--- src/rtl/pipeline_hazard_ctrl_pkg.sv ---
// ---------------------------------------------------------------------------
// hazard_pkg
//   Shared types and constants for the pipeline hazard controller.
//   hz_state_e : sequencer state (RUN, LU_STALL, MEM_WAIT)
//   REG_ZERO   : architectural x0, never a real producer of a value
// ---------------------------------------------------------------------------
package hazard_pkg;

  typedef enum logic [1:0] {
    RUN      = 2'd0,
    LU_STALL = 2'd1,
    MEM_WAIT = 2'd2
  } hz_state_e;

  localparam logic [4:0] REG_ZERO = 5'd0;

endpackage

--- src/rtl/pipeline_hazard_ctrl_detect.sv ---
// ---------------------------------------------------------------------------
// hazard_detect
//   Purely combinational load-use comparator. Flags when the instruction in
//   ID reads a register that the load currently in EX is about to write.
//   Ports:
//     id_rs1, id_rs2         : source registers of the ID instruction
//     id_use_rs1, id_use_rs2 : ID instruction actually reads that source
//     ex_rd                  : destination of the EX instruction
//     ex_memread             : EX instruction is a load
//     lu_hit                 : load-use hazard present this cycle
// ---------------------------------------------------------------------------
module hazard_detect
  import hazard_pkg::*;
(
  input  logic [4:0] id_rs1,
  input  logic [4:0] id_rs2,
  input  logic       id_use_rs1,
  input  logic       id_use_rs2,
  input  logic [4:0] ex_rd,
  input  logic       ex_memread,
  output logic       lu_hit
);

  logic rs1_match;
  logic rs2_match;

  assign rs1_match = id_use_rs1 && (id_rs1 == ex_rd);
  assign rs2_match = id_use_rs2 && (id_rs2 == ex_rd);

  // A load to x0 writes nothing, so a consumer of x0 never has to wait.
  assign lu_hit = ex_memread && (ex_rd != REG_ZERO) && (rs1_match || rs2_match);

endmodule

--- src/rtl/pipeline_hazard_ctrl.sv ---
// ---------------------------------------------------------------------------
// pipeline_hazard_ctrl
//   Central stall/flush sequencer for the 5-stage RV32 core. Each cycle it
//   decides whether PC, IF/ID, ID/EX, EX/MEM and MEM/WB advance, hold, take a
//   bubble or flush. Event priority: DM freeze > redirect > load-use > fetch
//   wait. Control outputs are combinational (same-cycle effect); only the
//   state, the two internal counters, stall_cycles and timeout_err are
//   registered.
//   Parameters:
//     LU_PENALTY   : bubble cycles per load-use hazard (1..3)
//     WAIT_TIMEOUT : frozen DM cycles tolerated before timeout_err (1..65535)
//   Ports:
//     clk, rst                       : clock, synchronous active-high reset
//     id_rs1/id_rs2/id_use_rs1/2     : ID-stage source operands
//     ex_rd/ex_memread/ex_redirect   : EX-stage destination, load, redirect
//     im_busy                        : no valid fetch this cycle
//     dm_req/dm_ack                  : data-memory handshake in MEM
//     pc_hold, ifid_hold, ifid_flush : PC and IF/ID control
//     idex_hold/bubble/flush         : ID/EX NOP, selMuxNop and flush inputs
//     exmem_hold, memwb_bubble       : later-stage control during a freeze
//     timeout_err                    : sticky DM wait timeout
//     stall_cycles                   : count of cycles with pc_hold=1
// ---------------------------------------------------------------------------
module pipeline_hazard_ctrl
  import hazard_pkg::*;
#(
  parameter int unsigned LU_PENALTY   = 1,
  parameter int unsigned WAIT_TIMEOUT = 255
) (
  input  logic        clk,
  input  logic        rst,
  input  logic [4:0]  id_rs1,
  input  logic [4:0]  id_rs2,
  input  logic        id_use_rs1,
  input  logic        id_use_rs2,
  input  logic [4:0]  ex_rd,
  input  logic        ex_memread,
  input  logic        ex_redirect,
  input  logic        im_busy,
  input  logic        dm_req,
  input  logic        dm_ack,
  output logic        pc_hold,
  output logic        ifid_hold,
  output logic        ifid_flush,
  output logic        idex_hold,
  output logic        idex_bubble,
  output logic        idex_flush,
  output logic        exmem_hold,
  output logic        memwb_bubble,
  output logic        timeout_err,
  output logic [31:0] stall_cycles
);

  localparam logic [16:0] WAIT_LIMIT = 17'(WAIT_TIMEOUT);
  localparam logic [1:0]  LU_RELOAD  = 2'(LU_PENALTY - 1);

  hz_state_e   state;
  logic [1:0]  lu_cnt;
  logic [15:0] wait_cnt;
  logic [16:0] wait_inc;

  logic lu_hit;
  logic in_lu;
  logic freeze;
  logic redirect;
  logic lu_stall;
  logic fetch_wait;
  logic active;

  hazard_detect u_detect (
    .id_rs1     (id_rs1),
    .id_rs2     (id_rs2),
    .id_use_rs1 (id_use_rs1),
    .id_use_rs2 (id_use_rs2),
    .ex_rd      (ex_rd),
    .ex_memread (ex_memread),
    .lu_hit     (lu_hit)
  );

  // Event decode in priority order; each event masks all lower ones, which
  // keeps hold, flush and bubble mutually exclusive per register.
  // Once timeout_err is set the freeze is permanently disabled so a dead DM
  // cannot lock up the core.
  assign in_lu      = (state == LU_STALL);
  assign freeze     = dm_req && !dm_ack && !timeout_err;
  assign redirect   = ex_redirect && !freeze;
  // Outside LU_STALL (including the cycle a freeze releases) a fresh
  // comparator hit starts a new penalty; inside LU_STALL the stall simply
  // continues until its count expires.
  assign lu_stall   = !freeze && !redirect && (in_lu || lu_hit);
  assign fetch_wait = !freeze && !redirect && !lu_stall && im_busy;
  assign active     = !rst;

  assign pc_hold      = active && (freeze || lu_stall || fetch_wait);
  assign ifid_hold    = active && (freeze || lu_stall);
  assign ifid_flush   = active && (redirect || fetch_wait);
  assign idex_hold    = active && freeze;
  assign idex_bubble  = active && lu_stall;
  assign idex_flush   = active && redirect;
  assign exmem_hold   = active && freeze;
  assign memwb_bubble = active && freeze;

  assign wait_inc = {1'b0, wait_cnt} + 17'd1;

  always_ff @(posedge clk) begin
    if (rst) begin
      state        <= RUN;
      lu_cnt       <= 2'd0;
      wait_cnt     <= 16'd0;
      stall_cycles <= 32'd0;
      timeout_err  <= 1'b0;
    end else begin
      if (pc_hold) begin
        stall_cycles <= stall_cycles + 32'd1;
      end

      if (freeze) begin
        // Any pending load-use penalty is dropped: the load is still held in
        // EX and the hazard is re-detected once the freeze releases.
        lu_cnt <= 2'd0;
        if (wait_inc == WAIT_LIMIT) begin
          timeout_err <= 1'b1;
          wait_cnt    <= 16'd0;
          state       <= RUN;
        end else begin
          wait_cnt <= wait_inc[15:0];
          state    <= MEM_WAIT;
        end
      end else begin
        wait_cnt <= 16'd0;
        if (redirect) begin
          state  <= RUN;
          lu_cnt <= 2'd0;
        end else if (lu_stall && in_lu) begin
          if (lu_cnt == 2'd1) begin
            state  <= RUN;
            lu_cnt <= 2'd0;
          end else begin
            lu_cnt <= lu_cnt - 2'd1;
          end
        end else if (lu_stall && (LU_RELOAD != 2'd0)) begin
          state  <= LU_STALL;
          lu_cnt <= LU_RELOAD;
        end else begin
          state  <= RUN;
          lu_cnt <= 2'd0;
        end
      end
    end
  end

endmodule
--- config.mk ---
export PLATFORM = sky130hd
export DESIGN_NAME = pipeline_hazard_ctrl
export DESIGN_NICKNAME = d
export VERILOG_FILES = /design/src/rtl/pipeline_hazard_ctrl_pkg.sv /design/src/rtl/pipeline_hazard_ctrl_detect.sv /design/src/rtl/pipeline_hazard_ctrl.sv
export SDC_FILE = /design/constraint.sdc
export NUM_CORES = 1
export LEC_CHECK = 0
export CAP_MARGIN = 20
export CORE_ASPECT_RATIO = 1.1
export CORE_UTILIZATION = 50
export CTS_CLUSTER_DIAMETER = 80
export DETAILED_ROUTE_END_ITERATION = 16
export PLACE_DENSITY = 0.77
export SLEW_MARGIN = 5
export SYNTH_ARGS = -nofsm -noshare
export SYNTH_HDL_FRONTEND = slang
export SYNTH_SLANG_ARGS = --single-unit
--- constraint.sdc ---
create_clock -name clk -period 2.8 [get_ports clk]
set_clock_uncertainty 0.15 [all_clocks]
set_input_delay 0.28 -clock clk [delete_from_list [all_inputs] [get_ports clk]]
set_output_delay 0.28 -clock clk [all_outputs]
set_load 0.01 [all_outputs]
======== After elaboration in Yosys (flattened, before gate mapping) ========
Index checks and enable logic that the tools add are counted.
storage, ports and cells
  register bits after elaboration ......... 53
  output and inout bits ................... 41
cells by class
  add/subtract/negate cells ............... 3
  equal/unequal tests ..................... 6
  mux-type cells .......................... 5
  bitwise operators ....................... 2
  reductions and logical operators ........ 33
operator list
  kind                   number
  $add 32x1->32 const B  1
  $logic_and 1x1->1      18
  $add 16x1->17 const B  1
  $eq 17x8->1 const B    1
  $eq 5x5->1             2
  $mux 2                 5
  $logic_not 1->1        6
  $logic_or 1x1->1       5
  $reduce_bool 5->1      1
  $reduce_or 5->1        1
  $eq 2x1->1 const B     2
  $ne 4x3->1 const B     1
  $reduce_or 3->1        1
  $not 1->1              2
  $reduce_and 2->1       1
  $sub 2x1->2 const B    1

======== Longest topological paths before layout ========
Gate-level depths: netlist of run 1.
  depth after elaboration ................. 13
  mapped depth ............................ 8
  gate-level depth less buffers ........... 7

======== Modules after synthesis ========
A second synthesis of run 1 with hierarchy kept.
unflattened totals
  cell total of the unflattened synthesis .. 315
  area total of the unflattened synthesis .. 2738.9 µm²
by module, submodules not included
  module                instances  cells an instance  area each (µm²)  sequential area each (µm²)
  pipeline_hazard_ctrl  1          298                2605.0           980.9
  hazard_detect         1          17                 133.9            0.0

======== Worst setup path before layout of run 1 ========
No wires, ideal clock.
  path kind ............................... input to output
  start point ............................. input port ex_rd[1]
  end point ............................... output port pc_hold
  data arrival time ....................... 1731 ps
  required time ........................... 2370 ps
  setup slack ............................. 639 ps
  cell stages on the path ................. 7
  buffers on the path ..................... 2
  cells stage by stage .................... or4_1 -> o21ai_2 -> nor2_2 -> a221oi_4 -> buf_6 -> buf_12 -> nor2_1
between the ends
  cells in the longest elaborated chain, start to end .. 11
RTL lines
  item                                  RTL line                                                              text
  from (decl)                           pipeline_hazard_ctrl.sv:36                                            input logic [4:0] ex_rd,
  $eq 5x5->1 (on tied branches)         pipeline_hazard_ctrl_detect.sv:27, pipeline_hazard_ctrl_detect.sv:28
  $logic_and 1x1->1 (on tied branches)  pipeline_hazard_ctrl_detect.sv:27, pipeline_hazard_ctrl_detect.sv:28
  $logic_or 1x1->1                      pipeline_hazard_ctrl_detect.sv:31                                     assign lu_hit = ex_memread && (ex_rd != REG_ZERO) && (rs1_match || rs2_match);
  $logic_and 1x1->1 (*)                 pipeline_hazard_ctrl_detect.sv:31
  $logic_or 1x1->1 (*)                  pipeline_hazard_ctrl.sv:90                                            assign lu_stall = !freeze && !redirect && (in_lu || lu_hit);
  $logic_and 1x1->1 (*)                 pipeline_hazard_ctrl.sv:90
  $logic_not 1->1                       pipeline_hazard_ctrl.sv:91                                            assign fetch_wait = !freeze && !redirect && !lu_stall && im_busy;
  $logic_and 1x1->1 (2 in a row)        pipeline_hazard_ctrl.sv:91
  $logic_or 1x1->1 (*)                  pipeline_hazard_ctrl.sv:94                                            assign pc_hold = active && (freeze || lu_stall || fetch_wait);
  $logic_and 1x1->1 (*)                 pipeline_hazard_ctrl.sv:94
  to (decl)                             pipeline_hazard_ctrl.sv:42                                            output logic pc_hold,
Every way passes the cells marked *; elsewhere a longest branch is shown, timed or not.

======== Final worst setup path of run 1 ========
  start point ............................. input port ex_rd[3]
  end point ............................... output port ifid_hold
between the ends
  cells in the longest elaborated chain, start to end .. 8
RTL lines
  item                                  RTL line                                                              text
  $eq 5x5->1 (on tied branches)         pipeline_hazard_ctrl_detect.sv:27, pipeline_hazard_ctrl_detect.sv:28
  $logic_and 1x1->1 (on tied branches)  pipeline_hazard_ctrl_detect.sv:27, pipeline_hazard_ctrl_detect.sv:28
  $logic_or 1x1->1                      pipeline_hazard_ctrl_detect.sv:31
  $logic_and 1x1->1 (*)                 pipeline_hazard_ctrl_detect.sv:31
  $logic_or 1x1->1 (*)                  pipeline_hazard_ctrl.sv:90
  $logic_and 1x1->1 (*)                 pipeline_hazard_ctrl.sv:90
  $logic_or 1x1->1 (*)                  pipeline_hazard_ctrl.sv:95                                            assign ifid_hold = active && (freeze || lu_stall);
  $logic_and 1x1->1 (*)                 pipeline_hazard_ctrl.sv:95
  to (decl)                             pipeline_hazard_ctrl.sv:43                                            output logic ifid_hold,
Marked as above.

==> impl_metrics.ini, run 1 <==
[floorplanning]
core_area_um2 = 5130
die_w_um = 72.6
die_y_um = 79.6
fp.dieArea_um2 = 5780
std_cell_rows = 27
start_util_pct = 53.4
io_pins = 65

[clocking]
htreeDepth = 2
insertion_delay_ns = 0.31
clock_path_buffers = 2
cts_tree = built
cts.clk_slew.worst_paths_ns = 0.10
root_buffer = clkbuf_8
post-cts-setup-buffer-count = 0
clock-sinks = 49
numCtsBuffers = 5

[sta]
setup_ws_ns = 0.168
holdWs_ns = 0.353
period_share_pct = 94.0
min_period_ns = 2.63
worst_slew_pin_slew_ns = 0.529
hold_viol = 0
final_max_slew_viol_count = 0
setup_viol = 0
slew_headroom_pct = 63.8
rsz0062_at_grt = false
max_freq_mhz = 380

[cells_and_area]
antennaDiodeCount = 0
seq_area_um2 = 981
final_cells = 475
drive_above_1_share_pct = 7.44
areaGrowthSynthToFinish_pct = 29.5
multi_input_area_um2 = 1600
fill_cells = 450
nets = 429

[power_and_ir_drop]
total_power_w = 0.00130
max-vdd-ir-drop_uv = 295
power_density_nw_per_um2 = 367
p_leak_nw = 1.11

[route]
wl_per_cell_um = 13.4
drt.antenna.violating_nets = 0
top_layer_used = met4
route.met3.wl_um = 287
first_pass_iters = 4
vias_per_cell = 5.79
wl_mm = 6.35
via_count = 2748
wl_met1_mm = 2.72
routed-wl-met2_mm = 3.24
drcViolationCount = 0
drtIter0Drc = 219

[global_route]
grt_max_degree = 40
grt_pass1_vias = 2533
grt_pass1_wl_mm = 10.9
antenna_found_initial = 0
grt_use_total_pct = 23.4
grt-ovfl-total = 0

[synthesis]
ys_seq_area_share_pct = 35.8
syn_avg_cell_area_um2 = 8.06
synthMuxAreaShare_pct = 1.46
synth.distinct_cells = 40
yosys_warnings = 0
synth_top_area_share_pct = 35.8
syn_nets = 367
synth-xor-area-share_pct = 7.67
synth_seq_cells = 49
ys.flop_type = dfxtp_1
synth_top_family_by_area = simple AND/OR/NAND/NOR gates
syn-cell-area_um2 = 2740
synth-simple-area-share_pct = 31.7
yosysTopAreaCell = dfxtp_1
synth_edf_count = 0
synthTopCellsByArea = dfxtp_1 36%, a21oi_1 6.4%, or3_1 5.5%, xnor2_1 5.4%, nand3_1 4.9%
synthArstFlopShare_pct = 0
synth-compound-area-share_pct = 16.3
netlist_instances = 340
synth_adder_area_share_pct = 1.37

[setup_path]
reg2reg_setup_slack_ns = 0.45
cp.arrival_ns = 2.20
cp.required_ns = 2.37
critPathKind = in -> out
cp_max_fo = 3
end_kind = primary output
crit_path_start_kind = input pin

[placement]
gp_congestion = 0.825
dp_hpwl_mm = 4.61
port_buffers = 64
post-place-ws_ns = -0.0506
dp_cells = 467

[status]
status = completed

[hold_path]
hp-class = reg -> reg

[job]
drv_cap = 0
## worst paths after layout
check / end / cells after the start / start
max: ifid_hold / 9 / ex_rd[3]
min: stall_cycles[27] / 2 / stall_cycles[27]
max reg2reg: wait_cnt[5] / 7 / wait_cnt[0]
min reg2reg: stall_cycles[27] / 2 / stall_cycles[27]
## cells by family after synthesis
family                     after synthesis
and+or+nand+nor                        157
AOI/OAI and AO/OA                       75
DFF                                     49
buffers and inverters                   28
xor gates and xnor gates                24
muxes                                    4
adders and majority gates                3
## placed cells by master (no fill, tap or decap), drive strengths merged, types with 2 or more instances in the layout
| master | instances |
|---|---|
| clkdlybuf4s50 | 61 |
| dfxtp | 49 |
| a21oi | 35 |
| nand3 | 27 |
| or3 | 24 |
| o21ai | 22 |
| nand4 | 19 |
| nor2 | 19 |
| xnor2 | 17 |
| nand2 | 17 |
| or4 | 15 |
| nor3 | 15 |
| buf | 13 |
| o31ai | 12 |
| and3 | 8 |
| xor2 | 7 |
| inv | 6 |
| clkbuf | 6 |
| or2 | 4 |
| mux2i | 4 |
| nand2b | 3 |
| ha | 3 |
| nor4 | 2 |
| dlymetal6s2s | 2 |
| clkinv | 2 |
## Yosys cell counts (3+ instances only)
cell type and n:
or2_2 4, nand2_1 17, nand4_1 19, nor3_1 15, dfxtp_1 49, xnor2_1 17
o31ai_1 12, buf_6 3, or4_1 15, nand2b_1 3, and3_1 8, nor2_1 17
clkbuf_1 12, o21ai_0 20, inv_1 6, a21oi_1 35, ha_1 3, nand3_1 27
mux2i_1 4, or3_1 24, xor2_1 7
## per-stage QoR
step                area, um2  utilization, %  TNS (ns)
finish                   3550            69.1         0
global route             3550            69.1         0
CTS                      3540            69.0         0
detailed placement       3450            67.2    -0.759
global placement         3450            67.2    -0.380
floorplan                2740               -         0
## layout make-up
cell class | count | share of cell area [%]
Clock buffer | 6 | 2.33
Clock inverter | 2 | 0.388
Tap cell | 72 | 2.54
Multi-Input combinational cell | 263 | 45.2
Sequential cell | 49 | 27.6
Inverter | 6 | 0.635
Timing Repair Buffer | 77 | 21.3
## flip-flops by register name, summed over array words and instances (netlist names)
register / count
timeout_err: 1
wait_cnt: 16
stall_cycles: 32
## layer usage
metal	track usage (%)	vias to the layer above
met4	9.80	0
li1	-	1377
met1	27.8	1278
met2	41.0	84
met5	0	-
met3	4.17	9
## critical path, stage by stage
cell and delay [ns]:
clkdlybuf4s50_1 0.43, buf_4 0.16, xnor2_1 0.14, nand4_1 0.10, o22ai_1 0.18, buf_4 0.16
nand2_1 0.07, a21oi_1 0.13, clkdlybuf4s50_1 0.56
## where the power goes
part | total, W | leakage, nW | internal (W) | switching, W
combinational | 0.000140 | 0.659 | 0.0000746 | 0.0000650
clock | 0.000455 | 0.0512 | 0.000201 | 0.000254
sequential | 0.000708 | 0.395 | 0.000701 | 0.00000745
total | 0.00130 | 1.11 | 0.000976 | 0.000326
## repair_timing
item / in CTS / in global routing
resized for setup: 1 / 2
gates cloned: 0 / 0
pin swaps: 1 / 0
setup endpoints to repair: 1 / 2
hold endpoints to repair: 0 / 0
hold buffers: 0 / 0
No activity file was read; power rests on OpenSTA's default activity.
==> run 2, diff against run 1 <==
- PLACE_DENSITY: 0.77 -> 0.91
==> impl_metrics.ini, run 2 (synthesis gave the netlist of run 1 again) <==
[global_route]
grt_max_degree = 63
grt-ovfl-total = 0
grt_use_total_pct = 22.6
antenna_found_initial = 0
grt_pass1_wl_mm = 10.6
grt_pass1_vias = 2482

[power_and_ir_drop]
max-vdd-ir-drop_uv = 258
power_density_nw_per_um2 = 384
total_power_w = 0.00136
p_leak_nw = 1.09

[route]
via_count = 2775
drcViolationCount = 0
vias_per_cell = 5.85
first_pass_iters = 4
drtIter0Drc = 147
wl_per_cell_um = 13.3
wl_mm = 6.32
drt.antenna.violating_nets = 0

[job]
drv_cap = 0

[setup_path]
crit_path_start_kind = input pin
cp.required_ns = 2.37
cp.arrival_ns = 2.23
cp_max_fo = 2
end_kind = primary output
critPathKind = in -> out

[clocking]
htreeDepth = 2
insertion_delay_ns = 0.31
root_buffer = clkbuf_8
clock_path_buffers = 2
cts_tree = built
cts.clk_slew.worst_paths_ns = 0.10
clock-sinks = 49
numCtsBuffers = 5

[floorplanning]
die_y_um = 79.6
die_w_um = 72.6
core_area_um2 = 5130
start_util_pct = 53.4
io_pins = 65
std_cell_rows = 27
fp.dieArea_um2 = 5780

[sta]
max_freq_mhz = 377
final_max_slew_viol_count = 0
worst_slew_pin_slew_ns = 0.577
slew_headroom_pct = 60.5
hold_viol = 0
setup_viol = 0
min_period_ns = 2.66
rsz0062_at_grt = false
period_share_pct = 94.8

[cells_and_area]
areaGrowthSynthToFinish_pct = 29.7
reg_top3 = stall_cycles x32, wait_cnt x16, timeout_err x1
drive_above_1_share_pct = 7.46
layout_common_cells = 61 x clkdlybuf4s50_1, 49 x dfxtp_1, 35 x a21oi_1, 27 x nand3_1, 24 x or3_1
regMostFlops = stall_cycles
fill_cells = 429
finish.utilization_pct = 69.2
antennaDiodeCount = 0
final_common_cell = clkdlybuf4s50_1
nets = 428
largest_register_ffs = 32

[status]
status = completed

[hold_path]
hp-class = reg -> reg

[placement]
gp_congestion = 0.808
port_buffers = 64
dp_hpwl_mm = 4.56
## run 2: cell count changes in the layout (fill, tap and decap cells not counted), sizes merged
cell / change
buf: -1
bufinv: +1
clkbuf: -1
clkinv: -1
clkinvlp: +1
## run 2: final cells by class
cell class / instances / area (um2) / area share, %
inverter: 6 / 22.5 / 0.634
clock inverter: 3 / 46.3 / 1.30
multi-input combinational: 263 / 1610 / 45.3
sequential: 49 / 981 / 27.6
clock buffer: 5 / 68.8 / 1.94
timing repair buffer: 76 / 734 / 20.7
tap: 72 / 90.1 / 2.54
## run 2: where the power goes
part,switching [W],total (W),internal [W]
logic,0.0000655,0.000136,0.0000701
clock network,0.000252,0.000520,0.000268
registers,0.00000700,0.000708,0.000701
## run 2: what timing repair did
| action | 4_1_cts | 5_1_grt |
|---|---|---|
| hold buffers | 0 | 0 |
| resized for setup | 2 | 2 |
| hold endpoints to repair | 0 | 0 |
| cloned | 0 | 0 |
| endpoints found under the setup margin | 2 | 3 |
| pin swaps | 0 | 1 |
| buffers inserted | 0 | 1 |
## run 2: worst max-delay path, stage by stage
cell and delay [ns]:
clkdlybuf4s50_1 0.42, buf_4 0.15, xnor2_1 0.16, nand4_1 0.14, o22ai_2 0.21, nand2_1 0.11
nor3_1 0.19, clkdlybuf4s50_1 0.56
## run 2: worst paths after layout
kind	from	end	slack [ns]	cells past startpoint
min	stall_cycles[31]	stall_cycles[31]	0.35	2
max	ex_rd[2]	idex_bubble	0.14	8
min reg2reg	stall_cycles[31]	stall_cycles[31]	0.35	2
max reg2reg	wait_cnt[0]	wait_cnt[2]	0.42	6
## run 2: per-stage QoR
stage          worst slack, ns  hold slack (ns)  instance area [um2]  setup TNS, ns  cells
6_report                 0.145            0.352                 3550              0    474
4_1_cts                0.00219            0.350                 3540              0    473
2_1_floorplan            0.639            0.318                 2740              0    340
5_1_grt                 0.0543            0.381                 3550              0    474
3_5_place_dp           -0.0334            0.334                 3420         -0.148    465
3_3_place_gp          -0.00156            0.320                 3420       -0.00156    465
## run 2: routing by layer
metal	vias to the layer above	share of wire [%]	track usage (%)
li1	1382	-	-
met1	1311	43	27.2
met2	78	52	41.0
met3	4	4.3	3.66
met4	0	0.73	5.88
met5	-	0	0
